$ cat src/rtl/sccb_pkg.sv
// Shared definitions for the SCCB/I2C responder.
// Holds the controller state encoding, the default 7-bit device address,
// the position of the R/W bit in the address byte and the bus ACK/NACK levels.
package sccb_pkg;

    typedef enum logic [2:0] {
        IDLE,
        ADDR,
        ADDR_ACK,
        PTR,
        WDATA,
        READ,
        WAIT_STOP
    } sccbState_t;

    localparam logic [6:0] DEFAULT_DEVICE_ADDRESS = 7'h21;
    localparam int         RW_BIT                 = 0;
    localparam logic       ACK                    = 1'b0;
    localparam logic       NACK                   = 1'b1;

endpackage

$ cat src/rtl/sccb_line_sync.sv
// Input conditioning for the SCL/SDA pins.
// Synchronizes both pins into the systemClock domain and derives single-cycle
// edge pulses plus START/STOP bus conditions.
// Ports:
//   systemClock, nReset   clock and asynchronous active-low reset
//   sclIn, sdaIn          raw pin levels (asynchronous)
//   sdaS                  synchronized SDA level
//   sclRise, sclFall      one-cycle SCL edge pulses
//   start, stop           one-cycle START (SDA fall, SCL high) / STOP (SDA rise, SCL high)
module sccb_line_sync #(
    parameter int SYNC_STAGES = 2
) (
    input  logic systemClock,
    input  logic nReset,
    input  logic sclIn,
    input  logic sdaIn,
    output logic sdaS,
    output logic sclRise,
    output logic sclFall,
    output logic start,
    output logic stop
);

    logic [SYNC_STAGES-1:0] sclChain;
    logic [SYNC_STAGES-1:0] sdaChain;
    logic                   sclS;
    logic                   sclD;
    logic                   sdaD;

    // Reset to 1 so an idle (pulled-up) bus produces no spurious edges.
    always_ff @(posedge systemClock or negedge nReset) begin
        if (!nReset) begin
            sclChain <= '1;
            sdaChain <= '1;
            sclD     <= 1'b1;
            sdaD     <= 1'b1;
        end else begin
            sclChain <= {sclChain[SYNC_STAGES-2:0], sclIn};
            sdaChain <= {sdaChain[SYNC_STAGES-2:0], sdaIn};
            sclD     <= sclS;
            sdaD     <= sdaS;
        end
    end

    assign sclS    = sclChain[SYNC_STAGES-1];
    assign sdaS    = sdaChain[SYNC_STAGES-1];
    assign sclRise = sclS & ~sclD;
    assign sclFall = ~sclS & sclD;
    assign start   = sclS & sdaD & ~sdaS;
    assign stop    = sclS & ~sdaD & sdaS;

endmodule

$ cat src/rtl/sccb_responder.sv
// SCCB/I2C target exposing an 8-bit-addressed register file.
// Ports:
//   systemClock, nReset   clock (>= 16x SCL) and asynchronous active-low reset
//   sclIn, sdaIn          bus pin levels
//   sdaDriven             1 = pull SDA low (open drain handled at top level)
//   regAddress            register pointer
//   regWriteData, regWe   write data and its one-cycle strobe
//   regReadData           contents of regAddress (valid within 2 cycles)
//   busy                  device addressed (address ACK until STOP/START/NACK)
//
// state     | meaning
// IDLE      | bus free, waiting for START
// ADDR      | shifting in the address byte
// ADDR_ACK  | acknowledging our address, then branching on R/W
// PTR       | receiving the register pointer byte (+ ACK)
// WDATA     | receiving write bytes (+ ACK, strobe, pointer increment)
// READ      | sending read bytes, sampling master ACK/NACK
// WAIT_STOP | not for us / finished, ignore bus until START or STOP
module sccb_responder
    import sccb_pkg::*;
#(
    parameter logic [6:0] DEVICE_ADDRESS = DEFAULT_DEVICE_ADDRESS,
    parameter int         SYNC_STAGES    = 2
) (
    input  logic       systemClock,
    input  logic       nReset,
    input  logic       sclIn,
    input  logic       sdaIn,
    output logic       sdaDriven,
    output logic [7:0] regAddress,
    output logic [7:0] regWriteData,
    output logic       regWe,
    input  logic [7:0] regReadData,
    output logic       busy
);

    logic sdaS, sclRise, sclFall, start, stop;

    sccb_line_sync #(.SYNC_STAGES(SYNC_STAGES)) uLineSync (
        .systemClock(systemClock),
        .nReset     (nReset),
        .sclIn      (sclIn),
        .sdaIn      (sdaIn),
        .sdaS       (sdaS),
        .sclRise    (sclRise),
        .sclFall    (sclFall),
        .start      (start),
        .stop       (stop)
    );

    sccbState_t state, stateNext;
    logic [3:0] bitCnt, bitCntNext;
    logic [7:0] shift, shiftNext;
    logic       ackOn, ackOnNext;
    logic       sdaDrivenNext, busyNext, regWeNext;
    logic [7:0] regAddressNext, regWriteDataNext;
    logic [7:0] rxByte;
    logic [2:0] txIndex;

    assign rxByte  = {shift[6:0], sdaS};
    assign txIndex = 3'd7 - bitCnt[2:0];

    always_ff @(posedge systemClock or negedge nReset) begin
        if (!nReset) begin
            state        <= IDLE;
            bitCnt       <= '0;
            shift        <= '0;
            ackOn        <= 1'b0;
            sdaDriven    <= 1'b0;
            busy         <= 1'b0;
            regWe        <= 1'b0;
            regAddress   <= '0;
            regWriteData <= '0;
        end else begin
            state        <= stateNext;
            bitCnt       <= bitCntNext;
            shift        <= shiftNext;
            ackOn        <= ackOnNext;
            sdaDriven    <= sdaDrivenNext;
            busy         <= busyNext;
            regWe        <= regWeNext;
            regAddress   <= regAddressNext;
            regWriteData <= regWriteDataNext;
        end
    end

    always_comb begin
        stateNext        = state;
        bitCntNext       = bitCnt;
        shiftNext        = shift;
        ackOnNext        = ackOn;
        sdaDrivenNext    = sdaDriven;
        busyNext         = busy;
        regWeNext        = 1'b0;
        regAddressNext   = regAddress;
        regWriteDataNext = regWriteData;

        if (stop) begin
            stateNext     = IDLE;
            bitCntNext    = '0;
            ackOnNext     = 1'b0;
            sdaDrivenNext = 1'b0;
            busyNext      = 1'b0;
        end else if (start) begin
            stateNext     = ADDR;
            bitCntNext    = '0;
            ackOnNext     = 1'b0;
            sdaDrivenNext = 1'b0;
            busyNext      = 1'b0;
        end else begin
            case (state)
                IDLE, WAIT_STOP: begin
                    sdaDrivenNext = 1'b0;
                end
                ADDR: begin
                    if (sclRise) begin
                        shiftNext  = rxByte;
                        bitCntNext = bitCnt + 4'd1;
                        if (bitCnt == 4'd7)
                            stateNext = (rxByte[7:1] == DEVICE_ADDRESS) ? ADDR_ACK : WAIT_STOP;
                    end
                end
                ADDR_ACK: begin
                    // First fall: drive ACK. Second fall: release, branch on R/W
                    // kept in shift[RW_BIT].
                    if (sclFall) begin
                        if (!ackOn) begin
                            ackOnNext     = 1'b1;
                            sdaDrivenNext = 1'b1;
                            busyNext      = 1'b1;
                        end else begin
                            ackOnNext  = 1'b0;
                            bitCntNext = '0;
                            if (shift[RW_BIT]) begin
                                stateNext     = READ;
                                shiftNext     = regReadData;
                                sdaDrivenNext = ~regReadData[7];
                            end else begin
                                stateNext     = PTR;
                                sdaDrivenNext = 1'b0;
                            end
                        end
                    end
                end
                PTR, WDATA: begin
                    if (sclRise && bitCnt < 4'd8) begin
                        shiftNext  = rxByte;
                        bitCntNext = bitCnt + 4'd1;
                        if (bitCnt == 4'd7) begin
                            if (state == PTR) regAddressNext   = rxByte;
                            else              regWriteDataNext = rxByte;
                        end
                    end
                    if (sclFall && bitCnt == 4'd8) begin
                        if (!ackOn) begin
                            ackOnNext     = 1'b1;
                            sdaDrivenNext = 1'b1;
                            regWeNext     = (state == WDATA);
                        end else begin
                            ackOnNext     = 1'b0;
                            sdaDrivenNext = 1'b0;
                            bitCntNext    = '0;
                            stateNext     = WDATA;
                            if (state == WDATA) regAddressNext = regAddress + 8'd1;
                        end
                    end
                end
                READ: begin
                    // bitCnt counts SCL rises of the current byte; 9 means the
                    // master acked and a reload is due on the next fall.
                    if (sclRise && bitCnt < 4'd9) begin
                        bitCntNext = bitCnt + 4'd1;
                        if (bitCnt == 4'd8) begin
                            case (sdaS)
                                ACK:  regAddressNext = regAddress + 8'd1;
                                NACK: begin
                                    stateNext = WAIT_STOP;
                                    busyNext  = 1'b0;
                                end
                            endcase
                        end
                    end
                    if (sclFall) begin
                        if (bitCnt == 4'd9) begin
                            shiftNext     = regReadData;
                            sdaDrivenNext = ~regReadData[7];
                            bitCntNext    = '0;
                        end else if (bitCnt == 4'd8) begin
                            sdaDrivenNext = 1'b0;
                        end else if (bitCnt != 4'd0) begin
                            sdaDrivenNext = ~shift[txIndex];
                        end
                    end
                end
                default: begin
                    stateNext     = IDLE;
                    sdaDrivenNext = 1'b0;
                end
            endcase
        end
    end

endmodule

$ cat config.mk
export PLATFORM = sky130hd
export DESIGN_NAME = sccb_responder
export DESIGN_NICKNAME = d
export VERILOG_FILES = /design/src/rtl/sccb_pkg.sv /design/src/rtl/sccb_line_sync.sv /design/src/rtl/sccb_responder.sv
export SDC_FILE = /design/constraint.sdc
export NUM_CORES = 1
export LEC_CHECK = 0
export CAP_MARGIN = 0
export CORE_ASPECT_RATIO = 0.7
export CORE_MARGIN = 3
export CORE_UTILIZATION = 30
export CTS_CLUSTER_DIAMETER = 60
export DETAILED_ROUTE_END_ITERATION = 10
export GPL_ROUTABILITY_DRIVEN = 0
export PLACE_DENSITY = 0.48
export SYNTH_ARGS = -nofsm -noshare
export SYNTH_HDL_FRONTEND = slang
export SYNTH_SLANG_ARGS = --single-unit
$ cat constraint.sdc
create_clock -name systemClock -period 2.85 [get_ports systemClock]
set_input_delay 0.4275 -clock systemClock [delete_from_list [all_inputs] [get_ports systemClock]]
set_output_delay 0.4275 -clock systemClock [all_outputs]
set_load 0.005 [all_outputs]
After elaboration in Yosys (flattened, before gate mapping)
Cells that the tools add are included.
- bits in registers: 41
- word-level logic and storage cells: 165
- output and inout bits: 19
- eq/ne operators: 34
- reduce and logical (&&, ||, !) cells: 21
- bitwise gates (word level): 15
- muxes and demuxes: 75
- order comparisons: 3
- add/subtract/negate cells: 3
- operators with widths (cell ; count):
    8-bit 2-to-1 mux ; 16
    4-bit 2-to-1 mux ; 11
    4-bit != test (second input constant) ; 10
    3-bit 2-to-1 mux ; 13
    8-bit case mux with 4 select lines ; 1
    1-bit 2-to-1 mux ; 27
    2-bit != test (second input constant) ; 10
    10-bit AND reduction ; 2
    6-bit AND reduction ; 3
    4-bit case mux with 4 select lines ; 1
    8-bit case mux with 2 select lines ; 1
    4-bit nonzero test ; 4
    3-bit case mux with 5 select lines ; 1
    3-bit == test (second input constant) ; 3
    1-bit inverter ; 9
    9-bit AND reduction ; 1
    8-bit by 1-bit adder with 8-bit output (second input constant) ; 1
    4-bit == test (second input constant) ; 2
    4-bit < comparator (second input constant) ; 2
    7-bit by 6-bit == test with 1-bit output (second input constant) ; 1
    1-bit bitwise AND ; 6
    3-bit by 2-bit == test with 1-bit output (second input constant) ; 2
    3-bit != test (second input constant) ; 2
    6-bit != test (second input constant) ; 1
    17 further kinds ; 21

Logic depth before layout (Yosys ltp)
Gate-level depths: netlist of the first run.
- depth after elaboration: 11
- gate-level depth with buffers: 9

Hierarchy
A second synthesis of the first run with hierarchy kept.
- cell total of the unflattened synthesis: 273
- area, all modules: 2737.6 um^2
- modules (own cells, without submodules) (module ; seq. area each (um^2) ; cells each ; area each (um^2) ; times used):
    sccb_responder ; 875.8 ; 263 ; 2547.4 ; 1
    sccb_line_sync ; 157.7 ; 10 ; 190.2 ; 1

Worst setup path after synthesis of the first run
Ideal clock, no wire load.
- path kind: reg-to-reg
- start: register bitCnt[1]
- end: register shift[4]
- path slack: 0.809 ns
- period minus slack after synthesis: 2.041 ns
- stages on the path, launching flop included: 9
- arrival: 1.916 ns
- buffers on the path: 1
- library setup time: 0.125 ns
- path through: dfrtp_1 -> buf_2 -> inv_1 -> ha_1 -> nand3b_1 -> o21ai_2 -> o2111a_2 -> a21boi_4 -> mux2_4
- cells in the longest elaborated chain, start to end: 4
- RTL lines (element ; line ; RTL):
    start, declared ; sccb_responder.sv:52 ; logic [3:0] bitCnt, bitCntNext;
    start signal, assigned ; sccb_responder.sv:76 ; bitCnt <= bitCntNext;
    4-bit < comparator ; sccb_responder.sv:146 ; if (sclRise && bitCnt < 4'd8) begin
    1-bit logical AND ; sccb_responder.sv:146 ;
    2-bit != test (no line) ; n/a ;
    10-bit AND reduction (no line) (*) ; n/a ;
    end signal, assigned ; sccb_responder.sv:77 ; shift <= shiftNext;
    end, declared ; sccb_responder.sv:53 ; logic [7:0] shift, shiftNext;
Mark *: on every way between the ends. The rest lies on a longest branch, timed or not.
A chain may end at the register's enable or synchronous reset.

Worst setup path after layout of the first run
- start: register state[1]
- end: register shift[7]
- cells in the longest elaborated chain, start to end: 4
- RTL lines (element ; line ; RTL):
    start, declared ; sccb_responder.sv:51 ; sccbState_t state, stateNext;
    start signal, assigned ; sccb_responder.sv:75 ; state <= stateNext;
    3-bit by 2-bit == test with 1-bit output or 3-bit == test (tied branches) ; sccb_responder.sv:111 ; case (state)
    2-bit OR reduction ; sccb_responder.sv:111 ;
    4-bit nonzero test (no line) or 2-bit != test (tied branches) ; n/a ;
    10-bit AND reduction (no line) ; n/a ;
Several ways; a longest one is shown, not always the timed one.

==> results of run 1 <==
==> area by class of cell <==
type,count,area share
Multi-Input combinational cell,213,0.461
Sequential cell,41,0.323
Timing Repair Buffer,36,0.106
Tap cell,120,0.0469
Clock buffer,6,0.0402
Inverter,10,0.0117
Clock inverter,2,0.0109
==> registers in the layout, summed over array words and instances (netlist names), 2 cells and up <==
register,cells
regAddress,8
regWriteData,8
shift,8
bitCnt,4
state,3
uLineSync.sclChain,2
uLineSync.sdaChain,2
==> metrics by stage <==
step	hold slack [ns]	std cells	cell area (sq um)	utilization
after floorplan	0.132	278	2650	-
after global placement	0.347	420	3040	0.357
after detailed placement	0.347	420	3040	0.357
after CTS	0.344	428	3200	0.376
after global routing	0.358	428	3200	0.376
final	0.307	428	3200	0.376
==> per-layer routing <==
metal,vias to the layer above,part of all wire
li1,1095,-
met1,1142,0.52
met2,86,0.39
met3,7,0.078
met4,0,0.0072
met5,-,0
==> worst max-delay path: stages, from the launching register on <==
cell      delay (ns)
dfrtp_1         0.67
nand2b_1        0.34
nor2_2          0.16
o21ai_2         0.13
o2111a_2        0.29
a21boi_4        0.37
mux2_4          0.33
==> synth_stat cells, types with 3 or more instances <==
cell type,n,area [sq um]
nand2_1,23,86.3
nand3_1,12,60.1
buf_6,5,56.3
o2bb2ai_1,3,26.3
inv_1,9,33.8
nor3_1,3,15.0
a22o_1,6,52.6
a31oi_1,3,18.8
o22ai_1,4,25.0
buf_2,4,20.0
o32ai_1,5,43.8
a21oi_1,30,150
nand4_1,4,25.0
dfrtp_1,35,876
o21ai_0,25,125
o31ai_1,3,22.5
nor2b_1,4,25.0
o211ai_1,3,22.5
nor2_1,14,52.6
dfstp_2,6,158
nor4_1,4,25.0
mux2_4,10,150
ha_1,5,62.6
clkbuf_1,3,11.3
nand2b_1,7,43.8
==> power groups by stage <==
| stage | sequential [mW] | clock [mW] | combinational (mW) |
|---|---|---|---|
| detailed placement | 0.952 | 0 | 1.20 |
| floorplan | 0.839 | 0 | 0.955 |
| CTS | 0.944 | 0.665 | 1.21 |
| finish | 0.950 | 0.649 | 1.22 |
| global route | 0.976 | 0.697 | 1.35 |
| global placement | 0.960 | 0 | 1.20 |
==> path summary, 6_finish.rpt <==
check / cells past startpoint / end / from
max in group asynchronous: 1 / busy / nReset
min reg2reg: 0 / uLineSync.sclChain[1] / uLineSync.sclChain[0]
min in group systemClock: 0 / uLineSync.sclChain[1] / uLineSync.sclChain[0]
min: 1 / bitCnt[1] / nReset
max: 6 / shift[7] / state[1]
max reg2reg: 6 / shift[7] / state[1]
==> cell families after synthesis <==
kind of cell / after synthesis / synth area share
AOI/OAI and AO/OA: 101 / 0.252
buffers and inverters: 24 / 0.0528
xor gates and xnor gates: 2 / 0.00661
DFF: 41 / 0.390
muxes: 15 / 0.0859
adders and majority gates: 6 / 0.0274
and+or+nand+nor: 89 / 0.185
==> results.cfg, run 1 <==
[run_status]
status = finished clean

[logic_synthesis]
synthDistinctLibCells = 62
ys_ff_latch = 41
netlist_instances = 278
avgSynthCellArea_sq_um = 9.54
async_flop_share = 1.00
ys_seq_area_frac = 0.390
synthFlopType = dfrtp_1
yosys_warnings = 0
synth_edf_count = 0
syn_area_sq_um = 2650
syn-num-nets = 295

[cells_and_area]
nets = 324
drive_above_1_share = 0.159
seqCellArea_sq_um = 1030
fill_cells = 865
layout_commonest_cell = dfrtp_1
multi_input_area_sq_um = 1480
layout_common_cells = dfrtp_1, a21oi_1, clkdlybuf4s50_1
area_delta_synth_final_pct = 20.8
antenna_cells = 0

[placed_design]
hpwl_um = 5240
portBuffers = 30
place_ws_ns = 0.509

[pwr]
p_int_mw = 1.70
p_clk_frac = 0.230
peakVddDrop_v = 0.000332
seqPwrFrac = 0.337
finalPower_mw = 2.82
swShare = 0.397
pwr-share-comb = 0.432
powerDensity_nw_per_um2 = 879
leakagePower_nw = 1.27
switching_power_mw = 1.12

[timing]
layout_min_cycle_time_ns = 2.41
finalHoldViolations = 0
tns_ns = 0
setup_viol = 0
skew_ns = 0.00576
fin_crit_sh = 0.845
setup_slack_ns = 0.442
slew_headroom = 0.352
worst_slew_pin_slew_ns = 0.972
fmax_mhz = 415
rsz0062_at_grt = no
drv_slew = 0

[cts]
cts_resized = 0
cts_sinks = 41
cts-root-buf = clkbuf_16
clk_pin_slew_ns = 0.06
post_cts_buffers = 0
htreeDepth = 2
insertion_delay_ns = 0.28
cts_tree = yes
cts_hold_buf = 0
max-clock-path-buffers = 2
cts_buffers = 5

[floorplan]
die_w_um = 118
ios = 31
dieArea_sq_um = 10000
core_area_sq_um = 8510
row_count = 28
die_h_um = 84.7
initial_core_util = 0.311

[detailed_routing]
route.detailed.drc = 0
via_count = 2330
dr.pass1.iters = 4
wirelength_um = 7350
post_drt_wl_per_cell_um = 17.2
drt_iter0_drc = 178
vias_per_cell = 5.44
ant_nets = 0

[global_route]
grt_max_degree = 42
top_usage_layer = met1
grt-ovfl-total = 0
grt_util_met1 = 0.239
grt_use_met2 = 0.207
grt_pass1_wl_um = 12200
grt_pass1_vias = 2232
track_usage = 0.153
grt_use_met3 = 0.0424
antenna_found_initial = 0

[job]
drv.max_cap_violation_count = 0

[setup_path]
crit_arrival_ns = 2.58
worst-endpoint-required_ns = 3.02
critPathKind = flop to flop
ff2ff_setup_slack_ns = 0.44
cp-start-kind = flop
cp_max_fo = 17
end_kind = flop

[worst_hold_path]
min_path_type = primary input to async pin
Note: power is estimated with default switching activity, not from simulation.
==> run 2, diff against run 1 <==
Clock period 2.85 ns to 2.45 ns, I/O delays scaled along.
==> run 2 against run 1 <==
Net effect:
- clock-buffer cell count unchanged
- largest cell class unchanged
- combinational power rose by 25%
- flip-flop and latch count unchanged
- highest routed layer unchanged
- worst setup slack lost 0.24 ns
- fmax grew 7.2%
- clock skew is 0.0013 ns lower
- clock power fell by 0.6%
- worst hold slack got worse by 0.091 ns
- die area did not move
- register-to-register slack got worse by 0.24 ns
- design area rose by 2.7%
==> results.cfg, run 2 (synthesized netlist as in run 1, its figures left out) <==
[cts]
htreeDepth = 2
clk_pin_slew_ns = 0.06
cts_hold_buf = 0
cts_resized = 0
max-clock-path-buffers = 2
cts_sinks = 41
cts_buffers = 5
cts-root-buf = clkbuf_16
post_cts_buffers = 0
insertion_delay_ns = 0.29
cts_tree = yes

[setup_path]
critPathLaunch = uLineSync.sclChain[1]
crit_path_end = shift[7]
cp_max_fo = 13
ff2ff_setup_slack_ns = 0.20
end_kind = flop
reg2reg_to = shift[7]
worst-endpoint-required_ns = 2.62
critPathKind = flop to flop
cp-start-kind = flop
reg2reg_depth = 6
r2r-start = uLineSync.sclChain[1]
crit_arrival_ns = 2.41

[floorplan]
die_w_um = 118
ios = 31
initial_core_util = 0.311
core_area_sq_um = 8510
die_h_um = 84.7
dieArea_sq_um = 10000
row_count = 28

[global_route]
grt-ovfl-total = 0
grt_pass1_vias = 2253
grt_pass1_wl_um = 12500
grt_max_degree = 40
track_usage = 0.158
antenna_found_initial = 0

[cells_and_area]
area_delta_synth_final_pct = 24.1
fill_cells = 851
layout_commonest_cell = dfrtp_1
final_util = 0.386
antenna_cells = 0
nets = 338
top_regs = regAddress: 8 flops, regWriteData: 8 flops, shift: 8 flops
drive_above_1_share = 0.196
layout_common_cells = dfrtp_1, a21oi_1, clkdlybuf4s50_1

[pwr]
leakagePower_nw = 1.33
powerDensity_nw_per_um2 = 991
peakVddDrop_v = 0.000372
finalPower_mw = 3.26

[detailed_routing]
via_count = 2358
post_drt_wl_per_cell_um = 17.2
ant_nets = 0
dr.pass1.iters = 4
drt_iter0_drc = 134
route.detailed.drc = 0
vias_per_cell = 5.33
wirelength_um = 7620

[job]
drv.max_cap_violation_count = 0

[timing]
fmax_mhz = 445
finalHoldViolations = 0
worst_slew_pin_slew_ns = 0.902
layout_min_cycle_time_ns = 2.25
whs_ns = 0.215
drv_slew = 0
setup_viol = 0
fin_crit_sh = 0.917
slew_headroom = 0.399
skew_ns = 0.00448
setup_slack_ns = 0.205

[worst_hold_path]
min_path_type = primary input to async pin

[placed_design]
place_ws_ns = 0.175
portBuffers = 30
hpwl_um = 5540

[run_status]
status = finished clean
[run 2: changes by cell type in the layout (fill, tap and decap cells not counted), sizes merged]
| cell | previous run | this run |
|---|---|---|
| buf | 7 | 21 |
| clkinv | 2 | 3 |
| bufinv | 1 | 0 |
[run 2: worst min-delay path by stage]
stage                     startpoint                    end  slack (ns)  cells after the start
2_1_floorplan                 nReset                  ackOn        0.07                      0
3_3_place_gp   uLineSync.sdaChain[0]  uLineSync.sdaChain[1]        0.35                      0
3_5_place_dp   uLineSync.sdaChain[0]  uLineSync.sdaChain[1]        0.35                      0
4_1_cts                       nReset              bitCnt[1]        0.26                      1
5_1_grt                       nReset        regWriteData[6]        0.31                      1
6_report                      nReset              bitCnt[1]        0.22                      1
[run 2: where the power goes]
group / switching (mW) / internal (mW)
combinational: 0.793 / 0.740
sequential: 0.257 / 0.825
clock: 0.271 / 0.374
total: 1.32 / 1.94
[run 2: metrics by stage]
stage,std cells,instance area [sq um],setup TNS (ns)
3_5_place_dp,434,3140,0
2_1_floorplan,278,2650,0
6_report,442,3290,0
3_3_place_gp,434,3140,0
5_1_grt,442,3290,-0.000411
4_1_cts,442,3280,0
[run 2: per-layer routing]
| metal | GRT usage | up-vias | routed length (um) |
|---|---|---|---|
| met2 | 0.204 | 80 | 2930 |
| met1 | 0.257 | 1145 | 4030 |
| met5 | 0 | - | 0 |
| li1 | - | 1127 | - |
| met3 | 0.0404 | 6 | 603 |
| met4 | 0.0330 | 0 | 50 |
[run 2: layout make-up]
class	count	area [sq um]	area share
multi-input combinational	213	1480	0.451
sequential	41	1030	0.314
timing repair buffer	50	445	0.135
tap	120	150	0.0456
clock buffer	6	129	0.0392
inverter	10	37.5	0.0114
clock inverter	2	10.0	0.00304
[run 2: worst max-delay path, stage by stage (launching register included)]
cell	delay, ns
dfstp_2	0.64
nor3b_4	0.31
nand2_1	0.09
a21oi_1	0.15
o2111a_2	0.24
a21boi_4	0.37
mux2_4	0.33
